### src/rtl/grid_loader.sv
// Assembles an ASCII '@'/'.'/LF grid stream into a WIDTH x DEPTH occupancy matrix held until grid_ack;
// grid_valid rises the cycle after the in_last transfer, in_ready drops in HOLD. PAPER_COUNT_EN adds paper_count.
module grid_loader #(
    parameter int WIDTH = 16,
    parameter int DEPTH = 16
) (
    input  logic                           clk,
    input  logic                           rst_n,
    input  logic                           in_valid,
    output logic                           in_ready,
    input  logic [7:0]                     in_data,
    input  logic                           in_last,
    output logic                           grid_valid,
    input  logic                           grid_ack,
    output logic                           grid_err,
    output logic [WIDTH*DEPTH-1:0]         mat,
    output logic [$clog2(DEPTH+1)-1:0]     rows,
    output logic [$clog2(WIDTH+1)-1:0]     cols
`ifdef PAPER_COUNT_EN
    ,
    output logic [$clog2(WIDTH*DEPTH+1)-1:0] paper_count
`endif
);

    localparam int RW = $clog2(DEPTH+1);
    localparam int CW = $clog2(WIDTH+1);
`ifdef PAPER_COUNT_EN
    localparam int PW = $clog2(WIDTH*DEPTH+1);
`endif
    localparam logic [7:0] CH_AT  = 8'h40;
    localparam logic [7:0] CH_DOT = 8'h2E;
    localparam logic [7:0] CH_LF  = 8'h0A;
    localparam logic [7:0] CH_CR  = 8'h0D;

    typedef enum logic [1:0] {LOAD, DRAIN, HOLD} state_t;

    state_t                 state;
    logic [CW-1:0]          col_cnt;
    logic [CW-1:0]          col_after;
    logic [WIDTH*DEPTH-1:0] mat_wr;
    logic                   xfer;
    logic                   is_cell;
    logic                   is_lf;
    logic                   is_cr;
    logic                   cell_bad;
    logic                   row_bad;
    logic                   close_row;
    logic                   bad;

    always_comb begin
        xfer      = in_valid && in_ready;
        is_cell   = (in_data == CH_AT) || (in_data == CH_DOT);
        is_lf     = (in_data == CH_LF);
        is_cr     = (in_data == CH_CR);
        cell_bad  = (col_cnt == CW'(WIDTH)) || (rows == RW'(DEPTH));
        col_after = (is_cell && !cell_bad) ? col_cnt + CW'(1) : col_cnt;
        row_bad   = (col_after == '0) || ((rows != '0) && (col_after != cols));
        // An in_last on a cell byte closes the unterminated row with the same checks as LF.
        close_row = is_lf || (in_last && (col_after != '0));
        bad       = (is_cell && cell_bad) || (!is_cell && !is_lf && !is_cr) || (close_row && row_bad);

        mat_wr = mat;
        for (int r = 0; r < DEPTH; r++) begin
            for (int c = 0; c < WIDTH; c++) begin
                if ((rows == RW'(r)) && (col_cnt == CW'(c))) begin
                    mat_wr[r*WIDTH + c] = (in_data == CH_AT);
                end
            end
        end
    end

    always_ff @(posedge clk or negedge rst_n) begin
        if (!rst_n) begin
            state      <= LOAD;
            in_ready   <= 1'b0;
            grid_valid <= 1'b0;
            grid_err   <= 1'b0;
            mat        <= '0;
            rows       <= '0;
            cols       <= '0;
            col_cnt    <= '0;
`ifdef PAPER_COUNT_EN
            paper_count <= '0;
`endif
        end else begin
            case (state)
                LOAD: begin
                    in_ready <= 1'b1;
                    if (xfer) begin
                        if (is_cell && !cell_bad) begin
                            mat     <= mat_wr;
                            col_cnt <= col_after;
`ifdef PAPER_COUNT_EN
                            if (in_data == CH_AT) paper_count <= paper_count + PW'(1);
`endif
                        end
                        if (close_row && !bad) begin
                            if (rows == '0) cols <= col_after;
                            rows    <= rows + RW'(1);
                            col_cnt <= '0;
                        end
                        if (in_last) begin
                            state      <= HOLD;
                            in_ready   <= 1'b0;
                            grid_valid <= 1'b1;
                            grid_err   <= bad;
                        end else if (bad) begin
                            state <= DRAIN;
                        end
                    end
                end
                DRAIN: begin
                    in_ready <= 1'b1;
                    if (xfer && in_last) begin
                        state      <= HOLD;
                        in_ready   <= 1'b0;
                        grid_valid <= 1'b1;
                        grid_err   <= 1'b1;
                    end
                end
                HOLD: begin
                    if (grid_ack) begin
                        state      <= LOAD;
                        in_ready   <= 1'b1;
                        grid_valid <= 1'b0;
                        grid_err   <= 1'b0;
                        mat        <= '0;
                        rows       <= '0;
                        cols       <= '0;
                        col_cnt    <= '0;
`ifdef PAPER_COUNT_EN
                        paper_count <= '0;
`endif
                    end
                end
                default: state <= LOAD;
            endcase
        end
    end

endmodule

### config.mk
export PLATFORM = sky130hd
export DESIGN_NAME = grid_loader
export DESIGN_NICKNAME = d
export VERILOG_FILES = /design/src/rtl/grid_loader.sv
export SDC_FILE = /design/constraint.sdc
export NUM_CORES = 1
export LEC_CHECK = 0
export ABC_AREA = 1
export BUFFER_PORTS_ARGS = -buffer_cell sky130_fd_sc_hd__buf_2
export CAP_MARGIN = 5
export CELL_PAD_IN_SITES_DETAIL_PLACEMENT = 0
export CELL_PAD_IN_SITES_GLOBAL_PLACEMENT = 1
export CORE_MARGIN = 2
export CORE_UTILIZATION = 40
export CTS_CLUSTER_SIZE = 10
export DETAILED_ROUTE_END_ITERATION = 10
export PLACE_DENSITY_LB_ADDON = 0.08
export SLEW_MARGIN = 30
export SYNTH_ARGS = -nofsm -noshare
export SYNTH_HDL_FRONTEND = slang
export SYNTH_SLANG_ARGS = --single-unit
### constraint.sdc
create_clock -name clk -period 2.5 [get_ports clk]
set_clock_uncertainty 0.05 [all_clocks]
set_input_delay 0.5 -clock clk [delete_from_list [all_inputs] [get_ports clk]]
set_output_delay 0.5 -clock clk [all_outputs]
set_load 0.02 [all_outputs]
==> Implementation_results.wiki <==
{| class="wikitable"
! Metric !! Value
|-
| Clock share of power || 28.6%
|-
| Register-to-register setup slack || 0.15 ns
|-
| Peak supply drop || about 0.00057 V
|-
| Post-route core utilization || 52.5%
|-
| Global placement routability congestion || between 0.8 and 0.9
|-
| Cells after DPL || 2111
|-
| Startpoint type of the worst setup path || register
|-
| Comb pwr share || 40.8%
|-
| Wire length reported by the detailed router || 38.5 mm
|-
| Worst flop-to-flop path startpoint || col_cnt[0]
|-
| CTS tree || built
|-
| Fraction of layout instances using a drive strength above 1 || about 27%
|-
| Result of the run || complete, no violations
|-
| Cell at the root of the clock tree || sky130_fd_sc_hd__clkbuf_16
|-
| Post-synthesis sequential element count || ~280
|-
| DRC marker count from the first detailed-route iteration || 830
|-
| Crit share post-route || 93.9%
|-
| Share of total power consumed by net switching || 40.9%
|-
| Number of warnings issued by yosys || 0
|-
| Endpoint of the lowest-slack register-to-register path || cols[0]
|-
| Reported leakage power || 7.83 nW
|-
| Maximum net fanout on the critical path || 5
|-
| Detailed-route via count || between 10000 and 15000
|-
| Sw Pwr || 6.43 mW
|-
| Number of setup violations in the final report || 0
|-
| Number of maximum-capacitance violations || 0
|-
| Minimum clock period after layout || 2.35 ns
|-
| Cell Pwr Density || roughly 1000 nW/um^2
|-
| Slew HR || 57.7%
|-
| Critical path arrival || 2.69 ns
|-
| Maximum number of pins on one net before global-route repair || about 150
|-
| Area growth, synth to finish || 28.3%
|-
| Number of cells on the worst hold path || 6
|-
| Detail Placement HPWL || 25.5 mm
|-
| Boundary Pins || around 280
|-
| Skew-Pair Late Insertion Delay || 0.49 ns
|-
| Sequential element share of the synthesized area || 56.6%
|-
| Hold Startpoint || grid_ack
|-
| Number of input and output port buffers inserted || 281
|-
| Antenna Nets Post-Route || 0
|-
| Count of different cell masters after synthesis || 33
|-
| Clock-pin slew on the worst setup and hold paths || 0.05 ns
|-
| Number of cell instances on the worst register-to-register path || 16
|-
| Critical Path Sink Type || register
|-
| Standard-cell row count || 63
|-
| Diodes inserted || 0
|-
| Max-slew violation count || 0
|-
| Power Internal || approximately 9.3 mW
|-
| Die Area || about 32000 um^2
|-
| Die Height || ~180 um
|-
| Mean cell area of the mapped netlist || approximately 8.5 um^2
|-
| Routed wire per std cell || 17.8 um
|-
| Critical setup path kind || register to register
|-
| Slowest cell on the critical path || sky130_fd_sc_hd__dfrtp_2
|-
| Number of fill cells in the layout || 2828
|-
| Number of hold violations in the final report || 0
|-
| Kind of path behind the tightest hold check || input pin to register
|-
| Length of the first detailed-routing pass in iterations || 5
|-
| Synthesized cell area || 12200 um^2
|-
| Maximum operating frequency || 0.426 GHz
|-
| Transition time of the tightest slew-check pin || 0.634 ns
|-
| Global-route usage over all layers || 24.1%
|-
| Buffer depth of the longest clock path || 3
|-
| CP required || 2.84 ns
|-
| Total clock sinks || 276
|-
| Global-route wire length before repair || approximately 59 mm
|-
| Remaining routing DRC violations || 0
|-
| Reg power frac || ~31%
|-
| Number of levels in the clock H-tree || 2
|-
| Number of global-route vias before repair || 10195
|-
| Nets in the synthesized netlist || 1465
|-
| Endpoint with the worst hold slack || in_ready
|-
| Starting Density || 40.9%
|-
| Number of standard cells after synthesis || 1438
|-
| CTS buffer count || 34
|-
| Initial antenna violation count || 0
|-
| CP Cell Sequence || ha_4 -> inv_1 -> nor2_2 -> ha_1 -> inv_1 -> nand3_2 -> nand2_1 -> nor2_2 -> nand4_4 -> nand2_2 -> nand2_2 -> nand4_4 -> nand2_8 -> buf_4 -> nand3_1 -> nand2_1
|-
| Die Span X || 179 um
|-
| CP peak stage delay || 0.44 ns
|-
| Sum of overflow across all layers after global routing || 0
|-
| Final non-filler cell total || 2164
|-
| Post-layout net count || around 1800
|-
| Placeable core region || between 20000 and 30000 um^2
|-
| Via-to-Cell Ratio || just under 5
|}
[what timing repair did]
action | CTS | global route
gates resized for setup | 0 | 26
hold buffers | 1 | 0
endpoints found under the hold margin | 51 | 0
setup buffers | 0 | 6
setup endpoints to repair | 0 | 65
[how the worst max path moves through the flow]
stage / endpoint / from / slack [ns]
final: cols[0] / col_cnt[0] / 0.15
after detailed placement: cols[4] / in_data[0] / 0.03
after CTS: cols[4] / col_cnt[0] / 0.02
after floorplan: cols[1] / rows[0] / 0.21
after global placement: mat[157] / in_data[0] / 0.12
after global routing: cols[0] / col_cnt[0] / -0.008
[critical path: cells and delay by family, from the launching register on]
family	cells	cell delay, ns
buffers and inverters	3	0.27
AND/OR/NAND/NOR	11	1.01
adder cells (fa/ha/maj)	2	0.48
flip-flops	1	0.44
[flip-flops by register name (all words and copies together) (netlist names)]
register,count
col_cnt,5
cols,5
state,2
grid_valid,1
rows,5
in_ready,1
grid_err,1
mat,256
[cell usage in the layout, fill, tap and decap left out, drive strengths merged]
cell / instances
a21oi: 37
buf: 360
bufinv: 1
clkbuf: 41
clkinv: 1
dfrtp: 276
dlygate4sd3: 1
ha: 14
inv: 52
nand2: 609
nand3: 31
nand3b: 3
nand4: 8
nor2: 71
nor3: 3
nor4: 1
o21ai: 261
o21bai: 1
xnor2: 1
xor2: 2
[cell usage after synthesis (all sizes together)]
library cell  count  area share (%)
nand2           607              19
dfrtp           276              57
o21ai           261              11
nor2             71             3.0
inv              51             1.6
a21oi            37             1.5
clkbuf           37             1.1
buf              34             1.8
nand3            31             1.5
ha               14             1.4
nand4             8            0.58
nand3b            3            0.18
nor3              3            0.12
xor2              2            0.14
nor4              1           0.051
o21bai            1           0.062
xnor2             1           0.072
[stage by stage]
stage	instance area (um^2)	TNS (ns)	worst slack, ns	power, mW	hold WS [ns]
after floorplan	12200	0	0.207	8.43	0.154
after global placement	14500	0	0.119	11.1	0.410
after detailed placement	14500	0	0.0252	11.2	0.418
after CTS	15500	0	0.0220	15.7	0.349
after global routing	15600	-0.0117	-0.00791	16.7	0.396
final	15600	0	0.151	15.7	0.361
[area by class of cell]
cell class / instances / area (um^2) / area share (%)
Sequential cell: 276 / 6910 / 44.2
Inverter: 51 / 199 / 1.27
Tap cell: 390 / 488 / 3.12
Timing Repair inverter: 1 / 5.00 / 0.0320
Multi-Input combinational cell: 1042 / 4840 / 30.9
Clock inverter: 2 / 38.8 / 0.248
Timing Repair Buffer: 361 / 2220 / 14.2
Clock buffer: 41 / 938 / 6.00
[per-layer routing]
metal / wire (um) / track usage (%) / vias to the layer above / part of all wire, %
met5: 0 / 0 / - / 0
li1: - / - / 5298 / -
met4: 668 / 5.28 / 0 / 1.7
met3: 2550 / 5.48 / 49 / 6.6
met1: 17900 / 34.0 / 5019 / 47
met2: 17300 / 37.9 / 300 / 45
[power groups by stage]
stage / clock (mW) / combinational, mW / sequential [mW]
after global placement: 0 / 6.27 / 4.87
after detailed placement: 0 / 6.28 / 4.87
after global routing: 4.78 / 7.05 / 4.83
final: 4.50 / 6.42 / 4.80
after CTS: 4.59 / 6.31 / 4.80
after floorplan: 0 / 3.33 / 5.10
[cells by family (layout without fill, tap and decap cells)]
group                    Yosys count  count (layout)  share of synthesized area, %
AND/OR/NAND/NOR                  724             726                          24.8
AO/OA/AOI/OAI                    299             299                          12.3
flip-flops                       276             276                          56.6
buffers and inverters            122             456                          4.58
adder cells (fa/ha/maj)           14              14                          1.44
XOR/XNOR                           3               3                         0.216
Power figures use the tool's default switching activity.
